File: src/rtl/hpm_ovf_filter.sv
// Sscofpmf privilege-mode filter and overflow tracker for the HPM counter bank.
// Generates per-counter count enables, sticky OF bits, scountovf and LCOFIP.
module hpm_ovf_filter #(
  parameter int unsigned NumCounters = 29
) (
  input  logic                   clk_i,
  input  logic                   rst_ni,
  input  logic [1:0]             priv_lvl_i,
  input  logic                   debug_mode_i,
  input  logic                   csr_we_i,
  input  logic [4:0]             csr_idx_i,
  input  logic [3:0]             csr_wdata_i,
  output logic [3:0]             csr_rdata_o,
  input  logic [NumCounters-1:0] cnt_inc_i,
  input  logic [NumCounters-1:0] cnt_allones_i,
  output logic [NumCounters-1:0] count_en_o,
  output logic [NumCounters-1:0] of_o,
  input  logic [31:0]            mcounteren_i,
  output logic [31:0]            scountovf_o,
  input  logic                   lcofip_set_i,
  input  logic                   lcofip_clr_i,
  output logic                   lcofip_o
);

  logic [NumCounters-1:0] of_q, of_d;
  logic [NumCounters-1:0] minh_q, minh_d;
  logic [NumCounters-1:0] sinh_q, sinh_d;
  logic [NumCounters-1:0] uinh_q, uinh_d;
  logic                   lcofip_q, lcofip_d;

  logic [NumCounters-1:0] wrap;
  logic [NumCounters-1:0] wr_sel;
  logic                   ovf_rise;

  // mcounteren bits 0..2 (cycle/time/instret) have no OF bit to mask.
  logic unused_mcounteren;
  assign unused_mcounteren = ^mcounteren_i[2:0];

  // Out-of-range indices never match any wr_sel bit, so such writes are dropped.
  always_comb begin
    wrap     = cnt_inc_i & cnt_allones_i;
    ovf_rise = |(wrap & ~of_q);
    wr_sel   = '0;
    for (int k = 0; k < int'(NumCounters); k++) begin
      wr_sel[k] = csr_we_i && (csr_idx_i == 5'(k));
    end
  end

  always_comb begin
    of_d   = of_q;
    minh_d = minh_q;
    sinh_d = sinh_q;
    uinh_d = uinh_q;
    for (int k = 0; k < int'(NumCounters); k++) begin
      if (wr_sel[k]) begin
        of_d[k]   = csr_wdata_i[3];
        minh_d[k] = csr_wdata_i[2];
        sinh_d[k] = csr_wdata_i[1];
        uinh_d[k] = csr_wdata_i[0];
      end
      if (wrap[k]) begin
        of_d[k] = 1'b1;
      end
    end
    lcofip_d = ovf_rise | lcofip_set_i | (lcofip_q & ~lcofip_clr_i);
  end

  always_ff @(posedge clk_i or negedge rst_ni) begin
    if (!rst_ni) begin
      of_q     <= '0;
      minh_q   <= '0;
      sinh_q   <= '0;
      uinh_q   <= '0;
      lcofip_q <= 1'b0;
    end else begin
      of_q     <= of_d;
      minh_q   <= minh_d;
      sinh_q   <= sinh_d;
      uinh_q   <= uinh_d;
      lcofip_q <= lcofip_d;
    end
  end

  // Reserved privilege 2 matches no inhibit term; only debug mode gates it.
  always_comb begin
    count_en_o = '0;
    for (int k = 0; k < int'(NumCounters); k++) begin
      count_en_o[k] = ~debug_mode_i
                    & ~((priv_lvl_i == 2'd3) & minh_q[k])
                    & ~((priv_lvl_i == 2'd1) & sinh_q[k])
                    & ~((priv_lvl_i == 2'd0) & uinh_q[k]);
    end
  end

  always_comb begin
    csr_rdata_o = 4'b0000;
    scountovf_o = '0;
    for (int k = 0; k < int'(NumCounters); k++) begin
      if (csr_idx_i == 5'(k)) begin
        csr_rdata_o = {of_q[k], minh_q[k], sinh_q[k], uinh_q[k]};
      end
      scountovf_o[k+3] = of_q[k] & mcounteren_i[k+3];
    end
  end

  assign of_o     = of_q;
  assign lcofip_o = lcofip_q;

endmodule

File: config.mk
export PLATFORM = sky130hd
export DESIGN_NAME = hpm_ovf_filter
export DESIGN_NICKNAME = d
export VERILOG_FILES = /design/src/rtl/hpm_ovf_filter.sv
export SDC_FILE = /design/constraint.sdc
export NUM_CORES = 1
export LEC_CHECK = 0
export ABC_AREA = 1
export BUFFER_PORTS_ARGS = -buffer_cell sky130_fd_sc_hd__buf_2
export CORE_ASPECT_RATIO = 1.5
export CORE_MARGIN = 2
export CORE_UTILIZATION = 43
export CTS_CLUSTER_DIAMETER = 60
export DETAILED_ROUTE_END_ITERATION = 10
export GPL_ROUTABILITY_DRIVEN = 0
export GPL_TIMING_DRIVEN = 0
export PLACE_DENSITY = 0.72
export SYNTH_ARGS = -nofsm -noshare
export SYNTH_HDL_FRONTEND = slang
export SYNTH_SLANG_ARGS = --single-unit
File: constraint.sdc
create_clock -name clk_i -period 3.95 [get_ports clk_i]
set_input_delay 0.5925 -clock clk_i [delete_from_list [all_inputs] [get_ports clk_i]]
set_output_delay 0.5925 -clock clk_i [all_outputs]
set_load 0.01 [all_outputs]
==> flow_summary_export.csv <==
group,metric,value,unit
power,power.leakage,4.32,nW
routing,detail_route.first_pass.iterations,6,
die,die_h,157,um
clock_network,ctsLongestPathBuffers,2,
critical_path,crit_slowest_cell,"nor2_1",
synth,synth.yosys.seq_area_share,43.4,%
power,sequentialPowerShare,39.0,%
finish,multi_input_area,3070,um^2
critical_path,cp_max_fo,6,
global_route,grt_pass1_wl,34000,um
die,ios,202,
synth,yosys_warnings,0,
routing,totalWireLength,22200,um
clock_network,cts_htree_levels,4,
timing,post-route-min-period,3.48,ns
clock_network,cts.sinks,117,
flow_run,max_cap_violations,0,
finish,layout_common_cells,"nand2_1 (292), buf_2 (188), inv_1 (155)",
synth,synthTopCellsByArea,"dfrtp_1 (43%), nand2_1 (16%), inv_1 (8.6%)",
synth,synth_flop_cell,"dfrtp_1",
finish,mostFrequentLayoutCell,"nand2_1",
die,chipWidth,106,um
timing,worst_slew_pin_slew,0.899,ns
synth,synth_seq_cells,117,
finish,fin_nets,1271,
synth,muxShareOfSynthArea,0,%
critical_path,cp_top_family,"simple AND/OR/NAND/NOR gates",
timing,max_slew_margin,40.1,%
synth,async_flop_share,100,%
synth,synth_compound_area_share,19.2,%
finish,fillers,1493,
finish,seq_area,2930,um^2
power,p_comb_share,17.6,%
die,core_area,15500,um^2
timing,setup_tns,0,ns
critical_path,rrSetupSlack,2.28,ns
timing,final_max_slew_viol_count,0,
critical_path,crit_required,3.36,ns
routing,via_count,7266,
placement,port_buffers,189,
clock_network,cts_hold_buf,0,
synth,avgSynthCellArea,7.08,um^2
synth,yosysTopAreaCell,"dfrtp_1",
power,powerDensity,459,nW/um^2
critical_path,path_cells,"buf_2 > inv_1 > nand2_1 > nor2_1 > nand2_2 > o21ai_0 > inv_1 > nand4_1 > nand2_1 > nand4_1 > nand2_1 > nand4_1 > nand2_1 > nand3_1 > nand2_1 > nand3_1 > nand2_1 > nand4_1 > nand2_1 > nand4_1 > buf_2",
global_route,grt.overflow.total,0,
worst_hold_path,hold_class,"input pin to async pin",
synth,synth_edf_count,0,
power,power_frac_clock,43.4,%
synth,ys_types,28,
finish,n_antenna_cell,0,
clock_network,cts.clk_slew.worst_paths,0.06,ns
timing,setup_viol,0,
clock_network,clock_latency,0.42,ns
finish,area_delta_synth_final,28.1,%
timing,fmax,0.287,GHz
clock_network,cts_root_buf,"clkbuf_16",
status,status,"finished, final reports clean",
die,start_util,43.6,%
power,p_sw_share,29.6,%
clock_network,post_cts_buffers,0,
critical_path,cpMostUsedCell,"nand2_1",
routing,ant_nets,0,
die,rows,56,
critical_path,crit_arrival,2.89,ns
routing,wl_per_cell,16.1,um
global_route,grt_pass1_vias,6813,
routing,vias_per_cell,5.27,
routing,drc_errors,0,
power,ir_worst_vdd,245,uV
timing,rsz0062_at_grt,"false",
clock_network,cts_tree,"done",
synth,synth_top_family_by_area,"simple AND/OR/NAND/NOR gates",
clock_network,cts_repair_resize_count,0,
critical_path,cp-start-kind,"input pin",
power,p_total,3.97,mW
finish,final_layout_size_suffix_gt1_share,21.3,%
critical_path,critPathKind,"input pin to primary output",
synth,synth_cells,953,
timing,hold_viol,0,
synth,synth_xor_area_share,0,%
timing,skew,0.00761,ns
power,switching_power,1.17,mW
critical_path,cp-end-kind,"primary output",
placement,hpwl,16400,um
synth,syn_area,6740,um^2
global_route,groute.usage.overall,26.5,%
power,p_int,2.79,mW
synth,synthAdderAreaFrac,0,%
global_route,grt_start_max_net_pins,97,
synth,netlist.area_leader.share,43.4,%
die,die_area,16700,um^2
timing,period_share,88.2,%
synth,synthSimpleGateAreaFrac,26.1,%
critical_path,cp_num_buf_inv,4,
critical_path,critPathMaxStageDelay,0.35,ns
global_route,antenna_found_initial,0,
clock_network,cts_buffers,17,
routing,drt-initial-drc-count,485,
-- cell type report --
| class | instances | share of cell area [%] |
|---|---|---|
| inverters | 161 | 6.99 |
| plain buffers | 32 | 1.78 |
| flip-flops and latches | 117 | 33.9 |
| repair buffers | 190 | 11.3 |
| clock buffers | 17 | 4.92 |
| clock inverters | 15 | 2.66 |
| well taps | 203 | 2.94 |
| multi-input cells | 645 | 35.5 |
-- final timing paths --
kind | startpoint | endpoint | cells past startpoint
setup / recovery | csr_idx_i[0] | csr_rdata_o[3] | 21
hold / removal | rst_ni | of_o[14] | 1
setup reg to reg | of_o[2] | lcofip_o | 7
hold reg to reg | minh_q[22] | minh_q[22] | 2
max in group asynchronous | rst_ni | sinh_q[6] | 2
min in group clk_i | lcofip_clr_i | lcofip_o | 2
-- metrics by stage --
stage          instance area [um^2]  utilization [%]  instances  worst slack (ns)  hold slack (ns)
3_5_place_dp                   7990             51.6       1348             0.565            0.456
2_1_floorplan                  6750                -        955              1.38            0.297
3_3_place_gp                   7950             51.3       1347             0.589            0.467
6_report                       8640             55.8       1380             0.468           0.0121
4_1_cts                        8640             55.8       1380             0.558           0.0135
5_1_grt                        8640             55.8       1380             0.342           0.0241
-- registers in the layout (all words and copies together) (netlist names) --
signal    cells
sinh_q       29
lcofip_o      1
minh_q       29
uinh_q       29
of_o         29
-- routing by layer --
layer	global-route usage (%)	part of all wire (%)	vias to the layer above
met4	12.2	3.7	0
met1	30.3	38	3369
met5	0	0	-
met3	4.72	6.4	54
met2	47.6	52	317
li1	-	-	3526
-- power by group through the flow --
stage          clock (mW)  combinational [mW]  sequential, mW
2_1_floorplan           0               0.416            1.53
3_3_place_gp            0               0.670            1.56
3_5_place_dp            0               0.689            1.56
4_1_cts              1.72               0.696            1.54
5_1_grt              1.78               0.783            1.57
6_report             1.72               0.697            1.55
-- cells by family after synthesis --
group,after synthesis
simple gates,422
compound gates,220
buf+inv,193
flops,117
other cells,1
-- Yosys cell counts (7+ instances only) --
| cell | count |
|---|---|
| nand4_1 | 30 |
| dfrtp_1 | 117 |
| nor2_2 | 7 |
| o22ai_1 | 30 |
| inv_1 | 155 |
| a21oi_1 | 16 |
| nand2_1 | 292 |
| nor2_1 | 56 |
| a211oi_1 | 30 |
| o211ai_1 | 24 |
| clkbuf_1 | 25 |
| nand3_1 | 25 |
| o21ai_0 | 111 |
(Power assumes the default switching activity.)
